**config.mk**
```make
export PLATFORM = sky130hd
export DESIGN_NAME = data_select_pipe_flat
export DESIGN_NICKNAME = d
export VERILOG_FILES = /design/src/rtl/data_select_pipe_pkg.sv /design/src/rtl/data_select_pipe_if.sv /design/src/rtl/data_select_pipe_acc_sat_add.sv /design/src/rtl/data_select_pipe.sv /design/src/flat_wrapper.sv
export SDC_FILE = /design/constraint.sdc
export NUM_CORES = 1
export LEC_CHECK = 0
export CAP_MARGIN = 0
export CORE_MARGIN = 2
export CORE_UTILIZATION = 58
export CTS_CLUSTER_SIZE = 12
export DETAILED_ROUTE_END_ITERATION = 8
export MAX_ROUTING_LAYER = met4
export PLACE_DENSITY = 0.88
export SETUP_SLACK_MARGIN = 0.5
export SKIP_LAST_GASP = 1
export SLEW_MARGIN = 30
export SYNTH_ARGS = -nofsm -noshare
export SYNTH_HDL_FRONTEND = slang
export SYNTH_SLANG_ARGS = --single-unit
export TNS_END_PERCENT = 50
```
**constraint.sdc**
```tcl
create_clock -name clk -period 3.7 [get_ports clk]
set_clock_uncertainty 0.15 [all_clocks]
set_input_delay 0.74 -clock clk [delete_from_list [all_inputs] [get_ports clk]]
set_output_delay 0.74 -clock clk [all_outputs]
set_load 0.005 [all_outputs]
```
**src/rtl/data_select_pipe_pkg.sv**
```systemverilog
// Shared opcodes and width helpers for the select/add/sub/accumulate pipe.
// Helpers work on 64-bit containers so any AW up to 64 can use them.
package data_select_pipe_pkg;

   localparam logic [2:0] OP_PASS_A  = 3'd0;
   localparam logic [2:0] OP_PASS_B  = 3'd1;
   localparam logic [2:0] OP_ADD     = 3'd2;
   localparam logic [2:0] OP_SUB     = 3'd3;
   localparam logic [2:0] OP_NEG_A   = 3'd4;
   localparam logic [2:0] OP_ACC_ADD = 3'd5;
   localparam logic [2:0] OP_ACC_CLR = 3'd6;
   localparam logic [2:0] OP_RSVD    = 3'd7;

   localparam int unsigned MAX_W = 64;

   // Sign-extend the low w bits of v to the full 64-bit container.
   function automatic logic [63:0] sext(input logic [63:0] v, input int unsigned w);
      logic [63:0] t;
      t = v << (MAX_W - w);
      return $signed(t) >>> (MAX_W - w);
   endfunction

   function automatic logic [63:0] sat_max(input int unsigned w);
      return (64'd1 << (w - 1)) - 64'd1;
   endfunction

   function automatic logic [63:0] sat_min(input int unsigned w);
      return ~sat_max(w);
   endfunction

endpackage

```
**src/rtl/data_select_pipe_if.sv**
```systemverilog
// Operand/result handshake bundle for data_select_pipe.
interface data_select_pipe_if #(
   parameter int unsigned DW = 8,
   parameter int unsigned AW = 16
) ();
   logic          in_valid;
   logic          in_ready;
   logic [DW-1:0] a;
   logic [DW-1:0] b;
   logic [2:0]    op;
   logic          out_valid;
   logic          out_ready;
   logic [AW-1:0] c;
   logic          ovf;

   modport slave  (input  in_valid, a, b, op, out_ready,
                   output in_ready, out_valid, c, ovf);
   modport master (output in_valid, a, b, op, out_ready,
                   input  in_ready, out_valid, c, ovf);
endinterface

```
**src/rtl/data_select_pipe_acc_sat_add.sv**
```systemverilog
// Combinational AW-bit signed add with overflow detect and optional clamping.
module acc_sat_add
   import data_select_pipe_pkg::*;
#(
   parameter int unsigned AW  = 16,
   parameter bit          SAT = 1'b1
) (
   input  logic [AW-1:0] a_i,
   input  logic [AW-1:0] b_i,
   output logic [AW-1:0] sum_o,
   output logic          ovf_o
);
   logic [AW:0] wide;

   always_comb begin
      wide  = {a_i[AW-1], a_i} + {b_i[AW-1], b_i};
      ovf_o = wide[AW] ^ wide[AW-1];
      sum_o = wide[AW-1:0];
      // The true sign sits in wide[AW]; it picks which rail to clamp to.
      if (SAT && ovf_o)
         sum_o = wide[AW] ? AW'(sat_min(AW)) : AW'(sat_max(AW));
   end
endmodule

```
**src/rtl/data_select_pipe.sv**
```systemverilog
// Two-stage pipelined signed select/add/sub/negate/accumulate unit with
// valid/ready handshake on both sides and a sticky accumulator overflow flag.
module data_select_pipe
   import data_select_pipe_pkg::*;
#(
   parameter int unsigned DW  = 8,
   parameter int unsigned AW  = 16,
   parameter bit          SAT = 1'b1
) (
   input  logic         clk,
   input  logic         rst_n,
   data_select_pipe_if.slave dp
);
   if (AW < DW + 2 || AW > MAX_W) begin : g_bad_width
      $error("data_select_pipe: AW must satisfy DW+2 <= AW <= 64");
   end

   logic          s1_valid_q, s1_valid_d;
   logic [DW-1:0] s1_a_q, s1_a_d;
   logic [DW-1:0] s1_b_q, s1_b_d;
   logic [2:0]    s1_op_q, s1_op_d;
   logic          out_valid_q, out_valid_d;
   logic [AW-1:0] c_q, c_d;
   logic [AW-1:0] acc_q, acc_d;
   logic          ovf_q, ovf_d;

   logic          adv1, adv2;
   logic [DW:0]   ea, eb, narrow;
   logic [AW-1:0] a_ext, acc_sum;
   logic          acc_ovf;

   assign ea    = {s1_a_q[DW-1], s1_a_q};
   assign eb    = {s1_b_q[DW-1], s1_b_q};
   assign a_ext = AW'(sext(64'(s1_a_q), DW));

   acc_sat_add #(.AW(AW), .SAT(SAT)) u_acc (
      .a_i   (acc_q),
      .b_i   (a_ext),
      .sum_o (acc_sum),
      .ovf_o (acc_ovf)
   );

   always_comb begin
      adv2 = !out_valid_q || dp.out_ready;
      adv1 = !s1_valid_q || adv2;

      s1_valid_d = s1_valid_q;
      s1_a_d     = s1_a_q;
      s1_b_d     = s1_b_q;
      s1_op_d    = s1_op_q;
      if (adv1) begin
         s1_valid_d = dp.in_valid;
         if (dp.in_valid) begin
            s1_a_d  = dp.a;
            s1_b_d  = dp.b;
            s1_op_d = dp.op;
         end
      end

      // DW+1 bits hold every ops 0-4 result, including -(-2^(DW-1)).
      case (s1_op_q)
         OP_PASS_A: narrow = ea;
         OP_PASS_B: narrow = eb;
         OP_ADD:    narrow = ea + eb;
         OP_SUB:    narrow = ea - eb;
         OP_NEG_A:  narrow = -ea;
         default:   narrow = '0;
      endcase

      out_valid_d = out_valid_q;
      c_d         = c_q;
      acc_d       = acc_q;
      ovf_d       = ovf_q;
      if (adv2) begin
         out_valid_d = s1_valid_q;
         if (s1_valid_q) begin
            case (s1_op_q)
               OP_ACC_ADD: begin
                  acc_d = acc_sum;
                  ovf_d = ovf_q | acc_ovf;
                  c_d   = acc_sum;
               end
               OP_ACC_CLR: begin
                  acc_d = '0;
                  ovf_d = 1'b0;
                  c_d   = '0;
               end
               OP_RSVD: c_d = '0;
               default: c_d = AW'(sext(64'(narrow), DW + 1));
            endcase
         end
      end
   end

   always_ff @(posedge clk or negedge rst_n) begin
      if (!rst_n) begin
         s1_valid_q  <= 1'b0;
         s1_a_q      <= '0;
         s1_b_q      <= '0;
         s1_op_q     <= '0;
         out_valid_q <= 1'b0;
         c_q         <= '0;
         acc_q       <= '0;
         ovf_q       <= 1'b0;
      end else begin
         s1_valid_q  <= s1_valid_d;
         s1_a_q      <= s1_a_d;
         s1_b_q      <= s1_b_d;
         s1_op_q     <= s1_op_d;
         out_valid_q <= out_valid_d;
         c_q         <= c_d;
         acc_q       <= acc_d;
         ovf_q       <= ovf_d;
      end
   end

   assign dp.in_ready  = adv1;
   assign dp.out_valid = out_valid_q;
   assign dp.c         = c_q;
   assign dp.ovf       = ovf_q;
endmodule

```
**src/flat_wrapper.sv**
```systemverilog
// flat-port wrapper written by rule: the top's interface ports become plain ports
module data_select_pipe_flat import data_select_pipe_pkg::*;
#(
   parameter int unsigned DW  = 8,
   parameter int unsigned AW  = 16,
   parameter bit          SAT = 1'b1
)
  (clk, rst_n, dp_in_valid, dp_a, dp_b, dp_op, dp_out_ready, dp_in_ready, dp_out_valid, dp_c, dp_ovf);
  data_select_pipe_if #(.DW(DW), .AW(AW)) dp_i ();
  input  logic clk;
  input  logic rst_n;
  input wire logic [$bits(dp_i.in_valid)-1:0] dp_in_valid;
  input wire logic [$bits(dp_i.a)-1:0] dp_a;
  input wire logic [$bits(dp_i.b)-1:0] dp_b;
  input wire logic [$bits(dp_i.op)-1:0] dp_op;
  input wire logic [$bits(dp_i.out_ready)-1:0] dp_out_ready;
  output wire logic [$bits(dp_i.in_ready)-1:0] dp_in_ready;
  output wire logic [$bits(dp_i.out_valid)-1:0] dp_out_valid;
  output wire logic [$bits(dp_i.c)-1:0] dp_c;
  output wire logic [$bits(dp_i.ovf)-1:0] dp_ovf;
  assign dp_i.in_valid = dp_in_valid;
  assign dp_i.a = dp_a;
  assign dp_i.b = dp_b;
  assign dp_i.op = dp_op;
  assign dp_i.out_ready = dp_out_ready;
  assign dp_in_ready = dp_i.in_ready;
  assign dp_out_valid = dp_i.out_valid;
  assign dp_c = dp_i.c;
  assign dp_ovf = dp_i.ovf;
  data_select_pipe #(.DW(DW), .AW(AW), .SAT(SAT)) u_core (.clk(clk), .rst_n(rst_n), .dp(dp_i));
endmodule
```
==> flow_metrics.env, run 1 <==
export IMPL_async_flop_share_pct=100
export IMPL_hold_path_class="primary input to async pin"
export IMPL_clock_fmax_mhz=325
export IMPL_grt_pass1_vias=3391
export IMPL_critPathArrivalTime_ps=3160
export IMPL_synth_xor_area_share_pct=5.99
export IMPL_hpwl_mm=7.04
export IMPL_overflow=0
export IMPL_r2r_cells=10
export IMPL_place_congestion=0.890
export IMPL_cts_sinks=54
export IMPL_cts_clk_slew_worst_paths_ps=100
export IMPL_cp_end_kind="flip-flop"
export IMPL_die_area_mm2=0.00748
export IMPL_post_drt_wl_per_cell_um=16.7
export IMPL_drt_iter0_drc=250
export IMPL_antenna_found_initial=0
export IMPL_synth_seq_area_share_pct=34.2
export IMPL_initial_core_util_pct=59.1
export IMPL_synth_compound_area_share_pct=23.1
export IMPL_first_pass_iters=4
export IMPL_finalCriticalPeriod_ps=3070
export IMPL_grt_max_degree=33
export IMPL_synthAdderAreaFrac_pct=9.26
export IMPL_pin_count=42
export IMPL_tritoncts="built"
export IMPL_setup_violations=0
export IMPL_fin_setup_tns_ps=0
export IMPL_drt_drc_violations_left=0
export IMPL_slew_headroom_pct=46.7
export IMPL_layout_drive_gt1_share_pct=13.4
export IMPL_finish_utilization_pct=68.3
export IMPL_synth_edf_count=0
export IMPL_cts_hold_buf=0
export IMPL_rsz0062_at_grt="true"
export IMPL_synthToLayoutAreaGrowth_pct=15.7
export IMPL_drt_total_wl_mm=9.30
export IMPL_synthCells=438
export IMPL_io_buffers=41
export IMPL_routed_via_density=6.23
export IMPL_required_ps=3790
export IMPL_path_max_fanout=10
export IMPL_hold_violations=0
export IMPL_cts_inserted_buffers=5
export IMPL_syn_nets=489
export IMPL_worst_skew_pair_late_latency_ps=320
export IMPL_core_area_mm2=0.00668
export IMPL_yosys_warnings=0
export IMPL_root_buffer="clkbuf_8"
export IMPL_period_share_pct=83.0
export IMPL_synth_ff_type="dfrtp_1"
export IMPL_die_height_um=86.5
export IMPL_leakage_uw=0.00198
export IMPL_die_w_um=86.5
export IMPL_cts_max_level=2
export IMPL_status="completed"
export IMPL_track_usage_pct=27.0
export IMPL_crit_type="flip-flop to flip-flop"
export IMPL_worstMarginPinSlew_ps=797
export IMPL_worst_path_max_delay_cell="dfrtp_2"
export IMPL_antennaDiodeCount=0
export IMPL_dr_total_vias=3477
export IMPL_maxSlewViolCount=0
export IMPL_synth_distinct_cells=66
export IMPL_ys_ff_latch=54
export IMPL_yosys_area_share_simple_pct=16.3
export IMPL_grt_first_pass_wirelength_mm=15.7
export IMPL_synth_area_per_cell_um2=9.01
export IMPL_synthMuxAreaShare_pct=7.48
export IMPL_start_kind="flip-flop"
export IMPL_drv_cap=0
export IMPL_antenna_left=0
export IMPL_nets=528
export IMPL_critPathMaxStageDelay_ps=510
export IMPL_vdd_drop_max_mv=0.369
export IMPL_clockBufferDepth=2
export IMPL_power_per_cell_area_mw_per_mm2=717
export IMPL_rows=30
export IMPL_netlist_area_mm2=0.00395
export IMPL_cp_cell_sequence="ha_2 > a21o_1 > a221oi_2 > o21ai_2 > a221oi_4 > mux2i_1 > buf_4 > nor2_1 > nand3b_1 > a31oi_1"
export IMPL_synth_top_family_by_area="compound AO/OA/AOI/OAI gates"
==> layout make-up <==
type	count	area (µm²)
Clock buffer	6	82.6
Fill cell	528	2120
Sequential cell	54	1360
Clock inverter	2	16.3
Timing Repair Buffer	50	473
Inverter	15	56.3
Multi-Input combinational cell	351	2480
Tap cell	80	100
==> cell usage after synthesis, drive strengths merged, types with 8 or more instances <==
library cell,instances,area (µm²)
inv,15,56.3
xor2,8,70.1
o21ai,31,159
o21bai,8,60.1
ha,26,325
clkbuf,11,41.3
nor2,45,169
o21a,9,67.6
mux2,20,225
xnor2,19,166
nand2,39,146
nand3,11,55.1
a21oi,29,149
dfrtp,54,1350
==> what timing repair did <==
item	4_1_cts	5_1_grt
setup buffers	0	1
pin swaps	0	1
resized for setup	2	12
setup endpoints to repair	22	19
==> path summary, 6_finish.rpt <==
check	slack, ps	end	startpoint
worst min-delay path	220	u_core.acc_q[14]$_DFFE_PN0P_	rst_n
min in group clk	350	u_core.acc_q[4]$_DFFE_PN0P_	u_core.acc_q[4]$_DFFE_PN0P_
worst max-delay path	630	u_core.dp.c[6]$_DFFE_PN0P_	u_core.s1_a_q[7]$_DFFE_PN0P_
worst max register to register	630	u_core.dp.c[6]$_DFFE_PN0P_	u_core.s1_a_q[7]$_DFFE_PN0P_
max in group asynchronous	2370	u_core.s1_a_q[7]$_DFFE_PN0P_	rst_n
worst min register to register	350	u_core.acc_q[4]$_DFFE_PN0P_	u_core.acc_q[4]$_DFFE_PN0P_
==> flip-flops by register name, summed over array words and instances, names as in the netlist <==
register / count
u_core.dp.c: 16
u_core.s1_valid_q: 1
u_core.dp.out_valid: 1
u_core.s1_b_q: 8
u_core.acc_q: 16
u_core.s1_a_q: 8
u_core.s1_op_q: 3
u_core.dp.ovf: 1
==> report_power, final <==
group	leakage (µW)	total, µW	switching, µW	internal (µW)
clock	0.0000478	365	210	155
combinational	0.00129	1990	1060	921
sequential	0.000643	924	155	769
total	0.00198	3270	1430	1840
==> through the flow <==
stage	std cells	total power [µW]	hold slack, ps	worst slack (ps)	instance area [µm²]
3_3_place_gp	549	2790	317	508	4430
6_report	558	3270	223	628	4570
4_1_cts	557	3240	245	503	4530
5_1_grt	558	3540	274	472	4570
3_5_place_dp	549	2860	324	401	4430
2_1_floorplan	438	2330	294	703	3950
==> critical path: cells and delay by family, from the launching register on <==
family / cells / cell delay (ps)
AOI/OAI and AO/OA: 5 / 1260
DFF: 1 / 510
adders and majority gates: 1 / 370
muxes: 1 / 280
and+or+nand+nor: 2 / 220
buffers and inverters: 1 / 190
==> metal layers <==
metal  global-route usage (%)  wire length, µm  vias to the layer above
li1                         -                -                     1678
met5                        -                0                        -
met1                     36.4             4100                     1661
met3                     3.81              585                       19
met2                     41.9             4450                      119
met4                     9.23              169                        0
==> cells by family (layout without fill, tap and decap cells) <==
| logic type | count (synthesis) | count (layout) |
|---|---|---|
| buffers and inverters | 33 | 73 |
| AO/OA/AOI/OAI | 132 | 132 |
| AND/OR/NAND/NOR | 137 | 137 |
| XOR/XNOR | 27 | 27 |
| flip-flops | 54 | 54 |
| multiplexers | 27 | 27 |
| adder cells (fa/ha/maj) | 28 | 28 |
==> placed cells by master, fill, tap and decap left out, types with 6 or more instances in the layout <==
cell,Yosys,routed
dfrtp_1,54,50
nor2_1,45,45
clkdlybuf4s50_1,0,40
nand2_1,39,39
a21oi_1,28,28
o21ai_0,28,27
ha_1,26,23
mux2_2,20,20
xnor2_1,19,19
inv_1,15,15
nand3_1,11,11
buf_4,0,9
o21a_1,9,8
o21bai_1,8,8
xor2_1,8,8
nor3_1,7,7
nand3b_1,7,7
nand2b_1,7,7
a31oi_1,7,7
mux2i_1,7,6
clkbuf_8,0,6
No activity file was read; power rests on OpenSTA's default activity.
==> run 2, diff against run 1 <==
--- a/config.mk
+++ b/config.mk
@@ -7,11 +7,11 @@
 export LEC_CHECK = 0
 export CAP_MARGIN = 0
 export CORE_MARGIN = 2
-export CORE_UTILIZATION = 58
+export CORE_UTILIZATION = 52
 export CTS_CLUSTER_SIZE = 12
 export DETAILED_ROUTE_END_ITERATION = 8
 export MAX_ROUTING_LAYER = met4
-export PLACE_DENSITY = 0.88
+export PLACE_DENSITY = 0.84
 export SETUP_SLACK_MARGIN = 0.5
 export SKIP_LAST_GASP = 1
 export SLEW_MARGIN = 30
==> constraint.sdc (replaced) <==
create_clock -name clk -period 2.8 [get_ports clk]
set_clock_uncertainty 0.15 [all_clocks]
set_input_delay 0.56 -clock clk [delete_from_list [all_inputs] [get_ports clk]]
set_output_delay 0.56 -clock clk [all_outputs]
set_load 0.005 [all_outputs]
==> run 2 against run 1 <==
Against the previous run:
- the flow now finishes with violations (setup timing)
- highest routed layer unchanged
- combinational power is 110% higher
- final cell count is 20% higher
- die area is 11% higher
- final area is 24% higher
- register-to-register slack worse by 860 ps
- total power is 79% higher
- largest cell class unchanged
- utilization is 9.4 points higher
- critical path depth is 5 higher
- global-route usage is 5.9 points higher
- via count is 27% higher
==> flow_metrics.env, run 2 (synthesis results as in run 1) <==
export IMPL_status="complete, but fails checks"
export IMPL_violations="setup timing"
export IMPL_setup_violations=32
export IMPL_tritoncts="built"
export IMPL_core_area_mm2=0.00729
export IMPL_clockBufferDepth=2
export IMPL_place_congestion=0.900
export IMPL_hold_ws_ps=28.2
export IMPL_cts_sinks=54
export IMPL_hold_violations=0
export IMPL_place_area_mm2=0.00503
export IMPL_drt_iter0_drc=610
export IMPL_drv_cap=0
export IMPL_critPathArrivalTime_ps=3100
export IMPL_synthToLayoutAreaGrowth_pct=43.5
export IMPL_antenna_left=0
export IMPL_grt_max_degree=24
export IMPL_root_buffer="clkbuf_8"
export IMPL_pin_count=42
export IMPL_die_w_um=91.1
export IMPL_critPathMaxStageDelay_ps=430
export IMPL_busiest_layer="met2"
export IMPL_dp_cells=640
export IMPL_grtUsageMet3_pct=5.23
export IMPL_use_met1_pct=42.7
export IMPL_crit_type="flip-flop to flip-flop"
export IMPL_vdd_drop_max_mv=0.583
export IMPL_die_height_um=91.1
export IMPL_first_pass_iters=6
export IMPL_finalCriticalPeriod_ps=3040
export IMPL_fill_cells=435
export IMPL_cts_hold_buf=0
export IMPL_slew_headroom_pct=68.6
export IMPL_dr_total_vias=4421
export IMPL_final_cell_mix="buf_4 (91), dfrtp_1 (53), clkdlybuf4s50_1 (40)"
export IMPL_cp_cell_sequence="buf_6 > buf_4 > nor3_2 > nor2_1 > xnor2_1 > ha_1 > nor2_1 > a21oi_2 > nor2_2 > o2bb2ai_2 > xnor2_1 > a21oi_1 > o21a_1 > buf_12 > o22ai_2"
export IMPL_use_met2_pct=52.1
export IMPL_drt_drc_violations_left=0
export IMPL_worst_path_max_delay_cell="dfrtp_1"
export IMPL_setup_slack_ps=-236
export IMPL_routed_via_density=6.58
export IMPL_hpwl_mm=8.85
export IMPL_regArea_mm2=0.00135
export IMPL_path_max_fanout=8
export IMPL_io_buffers=41
export IMPL_start_kind="flip-flop"
export IMPL_hold_path_class="primary input to async pin"
export IMPL_cp_end_kind="flip-flop"
export IMPL_required_ps=2860
export IMPL_grt_pass1_vias=4281
export IMPL_period_share_pct=108
export IMPL_cts_max_level=2
export IMPL_die_area_mm2=0.00830
export IMPL_multi_input_area_mm2=0.00279
export IMPL_cts_inserted_buffers=5
export IMPL_fin_area_mm2=0.00567
export IMPL_rows=31
export IMPL_antennaDiodeCount=0
export IMPL_fin_cells=672
export IMPL_post_drt_wl_per_cell_um=20.9
export IMPL_rsz0062_at_grt="true"
export IMPL_cts_clk_slew_worst_paths_ps=100
export IMPL_overflow=0
export IMPL_maxSlewViolCount=0
export IMPL_finish_utilization_pct=77.7
export IMPL_antenna_found_initial=0
export IMPL_grt_first_pass_wirelength_mm=21.4
export IMPL_clock_fmax_mhz=329
export IMPL_initial_core_util_pct=54.1
export IMPL_worstMarginPinSlew_ps=471
export IMPL_power_per_cell_area_mw_per_mm2=1030
export IMPL_final_common_cell="buf_4"
export IMPL_track_usage_pct=32.9
export IMPL_drt_total_wl_mm=14.1
export IMPL_worst_skew_pair_late_latency_ps=320
export IMPL_layout_drive_gt1_share_pct=35.8
export IMPL_nets=623
export IMPL_fin_setup_tns_ps=-3990
export IMPL_leakage_uw=0.00249
[run 2: changes by cell type in the layout (fill, tap and decap cells not counted), moves of 5 or more]
cell	delta
nor2_2	+6
nor2_1	-10
ha_1	-5
buf_6	+11
o21ai_2	+9
o21ai_0	-11
ha_4	+5
buf_4	+82
[run 2: worst paths after layout]
kind	depth (start not counted)	end	slack (ps)	start
setup / recovery	15	u_core.dp.c[9]$_DFFE_PN0P_	-240	u_core.s1_b_q[2]$_DFFE_PN0P_
hold / removal	1	u_core.acc_q[0]$_DFFE_PN0P_	30	rst_n
setup reg to reg	15	u_core.dp.c[9]$_DFFE_PN0P_	-240	u_core.s1_b_q[2]$_DFFE_PN0P_
hold reg to reg	2	u_core.acc_q[7]$_DFFE_PN0P_	360	u_core.acc_q[7]$_DFFE_PN0P_
max in group asynchronous	2	u_core.s1_a_q[7]$_DFFE_PN0P_	1800	rst_n
min in group clk	2	u_core.acc_q[7]$_DFFE_PN0P_	360	u_core.acc_q[7]$_DFFE_PN0P_
[run 2: stage by stage]
| step | power, µW | worst slack (ps) |
|---|---|---|
| after floorplan | 3130 | -69.4 |
| final | 5860 | -236 |
| after detailed placement | 4450 | -144 |
| after global routing | 6150 | -327 |
| after CTS | 5360 | -29.3 |
| after global placement | 4290 | -70.4 |
[run 2: metal layers]
metal / vias to the layer above / wire [µm]
met5: - / 0
met4: 0 / 743
met3: 95 / 1280
met2: 352 / 6470
met1: 2114 / 5570
li1: 1860 / -
[run 2: worst max-delay path: cells and delay by family, from the launching register on]
family	cells	cell delay, ps
DFF	1	430
AOI/OAI and AO/OA	5	780
adders and majority gates	1	310
and+or+nand+nor	4	460
buffers and inverters	3	440
xor gates and xnor gates	2	360
[run 2: cell type report]
class                   instances  share of cell area, %
well taps                      99                   2.19
repair buffers                145                   22.0
clock buffers                   6                   1.46
flip-flops and latches         54                   23.9
inverters                      15                  0.994
clock inverters                 2                  0.221
multi-input cells             351                   49.3
[run 2: timing repair]
action / CTS / global route
resized for setup: 56 / 36
endpoints found under the setup margin: 34 / 34
setup buffers: 21 / 3
pin swaps: 29 / 20
[run 2: power by group]
| group | internal (µW) | switching (µW) | total (µW) |
|---|---|---|---|
| sequential | 1020 | 216 | 1230 |
| clock | 200 | 286 | 486 |
| combinational | 2000 | 2140 | 4140 |
